File: src/rtl/rs232_receiver.sv
// RS-232 receiver: double-synchronised serial input, mid-bit sampling, LSB-first
// assembly, one-cycle data_valid / frame_err strobes and registered FSM state flags.
module rs232_receiver #(
  parameter int CLKS_PER_BIT = 16,
  parameter int DATA_BITS    = 8
) (
  input  logic                 clk,
  input  logic                 rst_n,
  input  logic                 rx_in,
  output logic [DATA_BITS-1:0] data_out,
  output logic                 data_valid,
  output logic                 frame_err,
  output logic                 idle,
  output logic                 start,
  output logic                 stop
);

  localparam int CW = (CLKS_PER_BIT > 1) ? $clog2(CLKS_PER_BIT) : 1;
  localparam int BW = (DATA_BITS > 1) ? $clog2(DATA_BITS) : 1;

  localparam logic [CW-1:0] CNT_HALF = CW'(CLKS_PER_BIT / 2 - 1);
  localparam logic [CW-1:0] CNT_LAST = CW'(CLKS_PER_BIT - 1);
  localparam logic [BW-1:0] BIT_LAST = BW'(DATA_BITS - 1);

  typedef enum logic [1:0] {
    ST_IDLE,
    ST_START,
    ST_DATA,
    ST_STOP
  } state_t;

  state_t                 state_q;
  logic                   rx_meta_q;
  logic                   rx_s_q;
  logic                   armed_q;
  logic [CW-1:0]          clk_cnt_q;
  logic [BW-1:0]          bit_cnt_q;
  logic [DATA_BITS-1:0]   shift_q;

  always_ff @(posedge clk or negedge rst_n) begin
    if (!rst_n) begin
      rx_meta_q  <= 1'b1;
      rx_s_q     <= 1'b1;
      state_q    <= ST_IDLE;
      armed_q    <= 1'b1;
      clk_cnt_q  <= '0;
      bit_cnt_q  <= '0;
      shift_q    <= '0;
      data_out   <= '0;
      data_valid <= 1'b0;
      frame_err  <= 1'b0;
      idle       <= 1'b1;
      start      <= 1'b0;
      stop       <= 1'b0;
    end else begin
      rx_meta_q  <= rx_in;
      rx_s_q     <= rx_meta_q;
      data_valid <= 1'b0;
      frame_err  <= 1'b0;

      case (state_q)
        ST_IDLE: begin
          clk_cnt_q <= '0;
          // After a framing error the line must be seen high before a new start is accepted.
          if (!armed_q) begin
            if (rx_s_q) armed_q <= 1'b1;
          end else if (!rx_s_q) begin
            state_q <= ST_START;
            idle    <= 1'b0;
            start   <= 1'b1;
          end
        end

        ST_START: begin
          if (clk_cnt_q == CNT_HALF) begin
            clk_cnt_q <= '0;
            bit_cnt_q <= '0;
            start     <= 1'b0;
            if (!rx_s_q) begin
              state_q <= ST_DATA;
            end else begin
              state_q <= ST_IDLE;
              idle    <= 1'b1;
            end
          end else begin
            clk_cnt_q <= clk_cnt_q + 1'b1;
          end
        end

        ST_DATA: begin
          if (clk_cnt_q == CNT_LAST) begin
            clk_cnt_q <= '0;
            shift_q   <= {rx_s_q, shift_q[DATA_BITS-1:1]};
            if (bit_cnt_q == BIT_LAST) begin
              state_q <= ST_STOP;
              stop    <= 1'b1;
            end else begin
              bit_cnt_q <= bit_cnt_q + 1'b1;
            end
          end else begin
            clk_cnt_q <= clk_cnt_q + 1'b1;
          end
        end

        ST_STOP: begin
          // Leaving mid-stop-bit lets a back-to-back start edge be caught without a gap.
          if (clk_cnt_q == CNT_LAST) begin
            clk_cnt_q <= '0;
            state_q   <= ST_IDLE;
            stop      <= 1'b0;
            idle      <= 1'b1;
            if (rx_s_q) begin
              data_out   <= shift_q;
              data_valid <= 1'b1;
            end else begin
              frame_err <= 1'b1;
              armed_q   <= 1'b0;
            end
          end else begin
            clk_cnt_q <= clk_cnt_q + 1'b1;
          end
        end

        default: begin
          state_q <= ST_IDLE;
          idle    <= 1'b1;
          start   <= 1'b0;
          stop    <= 1'b0;
        end
      endcase
    end
  end

endmodule
File: config.mk
export PLATFORM = sky130hd
export DESIGN_NAME = rs232_receiver
export DESIGN_NICKNAME = d
export VERILOG_FILES = /design/src/rtl/rs232_receiver.sv
export SDC_FILE = /design/constraint.sdc
export NUM_CORES = 1
export LEC_CHECK = 0
export ABC_AREA = 1
export CAP_MARGIN = 20
export CELL_PAD_IN_SITES_DETAIL_PLACEMENT = 1
export CELL_PAD_IN_SITES_GLOBAL_PLACEMENT = 2
export CORE_UTILIZATION = 33
export CTS_CLUSTER_SIZE = 16
export DETAILED_ROUTE_END_ITERATION = 8
export MAX_ROUTING_LAYER = met4
export PLACE_DENSITY = 0.85
export SLEW_MARGIN = 20
export SYNTH_ARGS = -nofsm -noshare
export SYNTH_HDL_FRONTEND = slang
export SYNTH_SLANG_ARGS = --single-unit
File: constraint.sdc
create_clock -name clk -period 2.3 [get_ports clk]
set_clock_uncertainty 0.2 [all_clocks]
set_input_delay 0.46 -clock clk [delete_from_list [all_inputs] [get_ports clk]]
set_output_delay 0.46 -clock clk [all_outputs]
set_load 0.05 [all_outputs]
==> After elaboration in Yosys (flattened, before gate mapping) <==
Index checks and enable logic that the tools add are counted.
{ "word_totals": {"ff_bits": 33, "latchBits": 0, "ramBits": 0, "mem_bits_ro": 0, "in_bits": 3, "output_inout_bits": 13, "elab_cells": 83, "mem_count": 0} }
{ "classes": {"n_addsub": 2, "n_mul": 0, "div_mod_pow": 0, "n_lt_le_gt_ge": 0, "n_eq_ne": 15, "shift": 0, "n_mux": 38, "bitwise": 0, "reduce_logical": 15} }
{ "ops": {"columns": ["cell", "count"], "rows": [
  ["1-bit 2-to-1 mux", 19],
  ["2-bit != test, second input constant", 9],
  ["2-bit 2-to-1 mux", 7],
  ["4-bit one-hot mux with 3 select lines", 1],
  ["4-bit AND reduction", 3],
  ["6-bit AND reduction", 2],
  ["3-bit 2-to-1 mux", 3],
  ["4-bit 2-to-1 mux", 2],
  ["2-bit one-hot mux with 4 select lines", 1],
  ["2-bit nonzero test", 4],
  ["1-bit one-hot mux with 2 select lines", 3],
  ["3-bit one-hot mux with 2 select lines", 1],
  ["3-bit AND reduction", 2],
  ["4-bit by 1-bit adder with 4-bit output, second input constant", 1],
  ["2-bit equality test, second input constant", 2],
  ["4-bit by 3-bit equality test with 1-bit output, second input constant", 1],
  ["4-bit equality test, second input constant", 1],
  ["3-bit by 1-bit adder with 3-bit output, second input constant", 1],
  ["3-bit equality test, second input constant", 1],
  ["1-bit one-hot mux with 3 select lines", 1],
  ["3-bit nonzero test", 1],
  ["2-bit by 1-bit equality test with 1-bit output, second input constant", 1],
  ["2-bit zero test", 1],
  ["2-bit AND reduction", 1],
  ["2-bit OR reduction", 1]
]} }

==> Logic depth before layout (Yosys ltp) <==
{ "depth": {"ltp_word": 4, "mapped_depth": 8} }

==> Least setup slack after synthesis <==
No wires, ideal clock.
{ "synth_path": {"path_type": "reg-to-reg", "startpoint": "register bit_cnt_q[0]", "endpoint": "register bit_cnt_q[1]", "arrival_ns": 1.323, "path_slack_ns": 0.656, "stages_incl_launch_ff": 7, "path_buffers": 0, "synth_period_minus_slack_ns": 1.644, "path_cell_list": "dfrtp_1 > ha_1 > ha_1 > o21ai_0 > nand2_1 > o21ai_0 > nand2_1"} }
{ "synth_via": {"elab_chain_cells": 4, "elab_cells_between_ends": 7, "classes_between": "1 x add/sub; 2 x eq/ne; 3 x mux; 1 x reduce/logical"} }
{ "synth_rtl": {"columns": ["item", "line_no", "rtl"], "rows": [
  ["from (decl)", "37", "logic [BW-1:0] bit_cnt_q;"],
  ["from (signal assigned)", "98", "bit_cnt_q <= bit_cnt_q + 1'b1;"],
  ["3-bit by 1-bit adder with 3-bit output", "98", null],
  ["3-bit 2-to-1 mux", "94", "if (bit_cnt_q == BIT_LAST) begin"],
  ["3-bit 2-to-1 mux", "91", "if (clk_cnt_q == CNT_LAST) begin"],
  ["3-bit one-hot mux with 2 select lines", "61", "case (state_q)"]
]} }
Several ways; a longest one is shown, not always the timed one. The select of a mux whose other input is x is not followed.
A chain may end at the register's enable or synchronous reset.

==> Worst setup path after layout <==
{ "layout_path": {"startpoint": "register data_out[1]", "endpoint": "output data_out[1]"} }
{ "layout_rtl": {"columns": ["item", "line_no", "rtl"], "rows": [
  ["from (decl)", "10", "output logic [DATA_BITS-1:0] data_out,"],
  ["from (signal assigned)", "113", "data_out <= shift_q;"]
]} }
No word-level cell between the ends.

==> reports/results.tsv <==
metric	value	unit
share of cells above drive strength 1	12.4	%
met2 wire length	1.49	mm
Final Critical Period	2130	ps
Worst Path Buf+Inv	1	
Fmax achieved	0.470	GHz
Worst path slowest cell	clkdlybuf4s50_1	
top routing layer in use	met4	
CP Depth	1	
CP Capture Point	data_out[1]	
setup ws final	174	ps
count leader, synth	nand2_1	
gr ovfl total	0	
antenna violations before repair	0	
synthesis-stage register bit count	33	
measured slew at the worst slew-check pin	521	ps
TritonRoute pass-1 iters	4	
Setup CP Type	reg -> out	
Max-cap violations	0	
TritonCTS clock tree	done	
slew margin rel.	65.2	%
CTS H-tree depth	2	
area share of the largest cell type after synthesis	51.6	%
Clk pin slew, worst setup/hold paths	70	ps
Total GRT Usage	16.1	%
vias per cell	4.67	
Starting Density	34.7	%
FF-to-FF Start	bit_cnt_q[0]	
Leak	0.825	nW
register area share after synthesis	59.0	%
Final HPWL DP	2.17	mm
number of I/O port buffers	15	
Syn-to-layout area delta	20.8	%
synthesized area	1410	µm²
largest net degree at the start of global routing	34	
Worst Setup Start Kind	flop	
Peak VDD IR	0.466	mV
via count	1061	
CORE AREA	4060	µm²
Synth Net Count	161	
top cell type by total area after synthesis	dfrtp_1	
Hold Path Origin	rx_meta_q	
met3 wire length	90	µm
CP cell instances	clkdlybuf4s50_1	
total placed cells including tap cells	219	
synthesized instance count	155	
width of the die	67.3	µm
max incr delay on CP	820	ps
ys async rst share	100	%
HP Class	reg -> reg	
number of global-route vias before repair	1135	
Final Net Count	182	
FILL cells	482	
Crit. Startpoint	data_out[1]	
DRC	0	
fin cells	227	
multi-input logic area	474	µm²
WL final	2.90	mm
die height	67.3	µm
Routability Congestion	0.758	
FF-to-FF path depth	7	
Slew Limit Fails	0	
Hold-fix buffers, CTS	0	
crit share post-route	92.4	%
Post-DRT Antenna Nets	0	
Hold Fails Final Rpt	0	
post-synthesis cell type count	21	
Antenna diodes	0	
postcts setup bufs	0	
first-pass GRT wire length	5.04	mm
RSZ-0062 raised after global routing	no	
top area cells in the synthesized netlist	dfrtp_1 (52%), nand2_1 (11%), dfstp_2 (7.5%)	
CTS buffer count	5	
CP delay by family, top	buffers and inverters	
die area	4530	µm²
I/O pin cnt	16	
Avg Cell Area, Syn	9.08	µm²
Setup TNS Final	0	ps
RR Endpoint	bit_cnt_q[1]	
post-layout util	41.9	%
Ys Warns	0	
Routed WL per cell	12.8	µm
Clock Tree Buf Depth	2	
clk sinks	33	
crit path DAT	1470	ps
maximum fanout along the worst path	2	
DR iter-0 viols	26	
CP endpoint kind	primary output	
Placement Setup Slack	446	ps
CP Data Required Time	1640	ps
number of setup violations in the final report	0	
P per Cell Area	1030	nW/µm²
Post-synth top flop	dfrtp_1	
post-CTS resize count	0	
Skew-Pair Late Insertion Delay	280	ps
Post-Route M1 WL	1.28	mm
Clock Tree Root	clkbuf_8	
Synth top cells by count	nand2_1 (42), dfrtp_1 (29), inv_1 (22), o21ai_0 (16)	
row count	23	
Post-synth EDFFs	0	
register area	831	µm²
R2R Setup Slk	450	ps
WHS	156	ps
outcome	finished clean	
-- sequential cells by signal, indices dropped and copies added (netlist names), named ones only --
name and flops:
data_out 8, frame_err 1, idle 1, clk_cnt_q 4
stop 1, start 1, bit_cnt_q 3, data_valid 1
armed_q 1, state_q 1, rx_s_q 1, rx_meta_q 1
shift_q 8
-- report_power, final --
part / switching, W / total, W / internal, W
sequential: 0.0000751 / 0.000746 / 0.000671
combinational: 0.000403 / 0.000577 / 0.000173
clock: 0.000217 / 0.000429 / 0.000212
total: 0.000695 / 0.00175 / 0.00106
-- routing by layer --
metal	vias up	GRT usage (%)
met1	517	17.3
met5	-	-
met4	0	7.18
li1	526	-
met3	4	5.07
met2	14	27.1
-- per-stage QoR --
stage                     total power, W  area [µm²]
final                            0.00175        1700
after floorplan                  0.00116        1410
after CTS                        0.00179        1700
after detailed placement         0.00134        1610
after global routing             0.00189        1700
after global placement           0.00130        1610
-- worst min-delay path by stage --
| stage | end | slack, ps | depth (start not counted) |
|---|---|---|---|
| 2_1_floorplan | async pin | -40 | 0 |
| 3_3_place_gp | rx_s_q | 150 | 0 |
| 3_5_place_dp | rx_s_q | 150 | 0 |
| 4_1_cts | rx_s_q | 160 | 0 |
| 5_1_grt | rx_s_q | 170 | 0 |
| 6_report | rx_s_q | 160 | 0 |
-- cells in the final DEF (no fill, tap or decap), types with 2 or more instances in the layout --
master / instances
clkinvlp_4: 3
clkbuf_8: 5
nor2_1: 8
nand2_2: 2
nor2_2: 2
dfstp_2: 4
buf_4: 2
ha_1: 3
o21ai_0: 16
dfrtp_1: 29
a21oi_1: 2
inv_1: 22
nand2_1: 42
nand3_1: 8
nand3_2: 2
o21ai_1: 7
clkdlybuf4s50_1: 14
-- logic make-up (layout without fill, tap and decap cells) --
| logic type | Yosys count | count (layout) | synth area share (%) |
|---|---|---|---|
| simple gates | 67 | 67 | 21.0 |
| fa+ha+maj | 3 | 3 | 2.67 |
| flops | 33 | 33 | 59.0 |
| compound gates | 26 | 26 | 9.42 |
| buf+inv | 25 | 47 | 7.29 |
| xor+xnor | 1 | 1 | 0.622 |
-- layout make-up --
class / instances / area share, %
clock buffers: 5 / 4.05
clock inverters: 3 / 1.32
inverters: 23 / 5.08
multi-input cells: 97 / 27.9
flip-flops and latches: 33 / 48.9
well taps: 50 / 3.68
repair buffers: 16 / 9.12
Power figures use the tool's default switching activity.
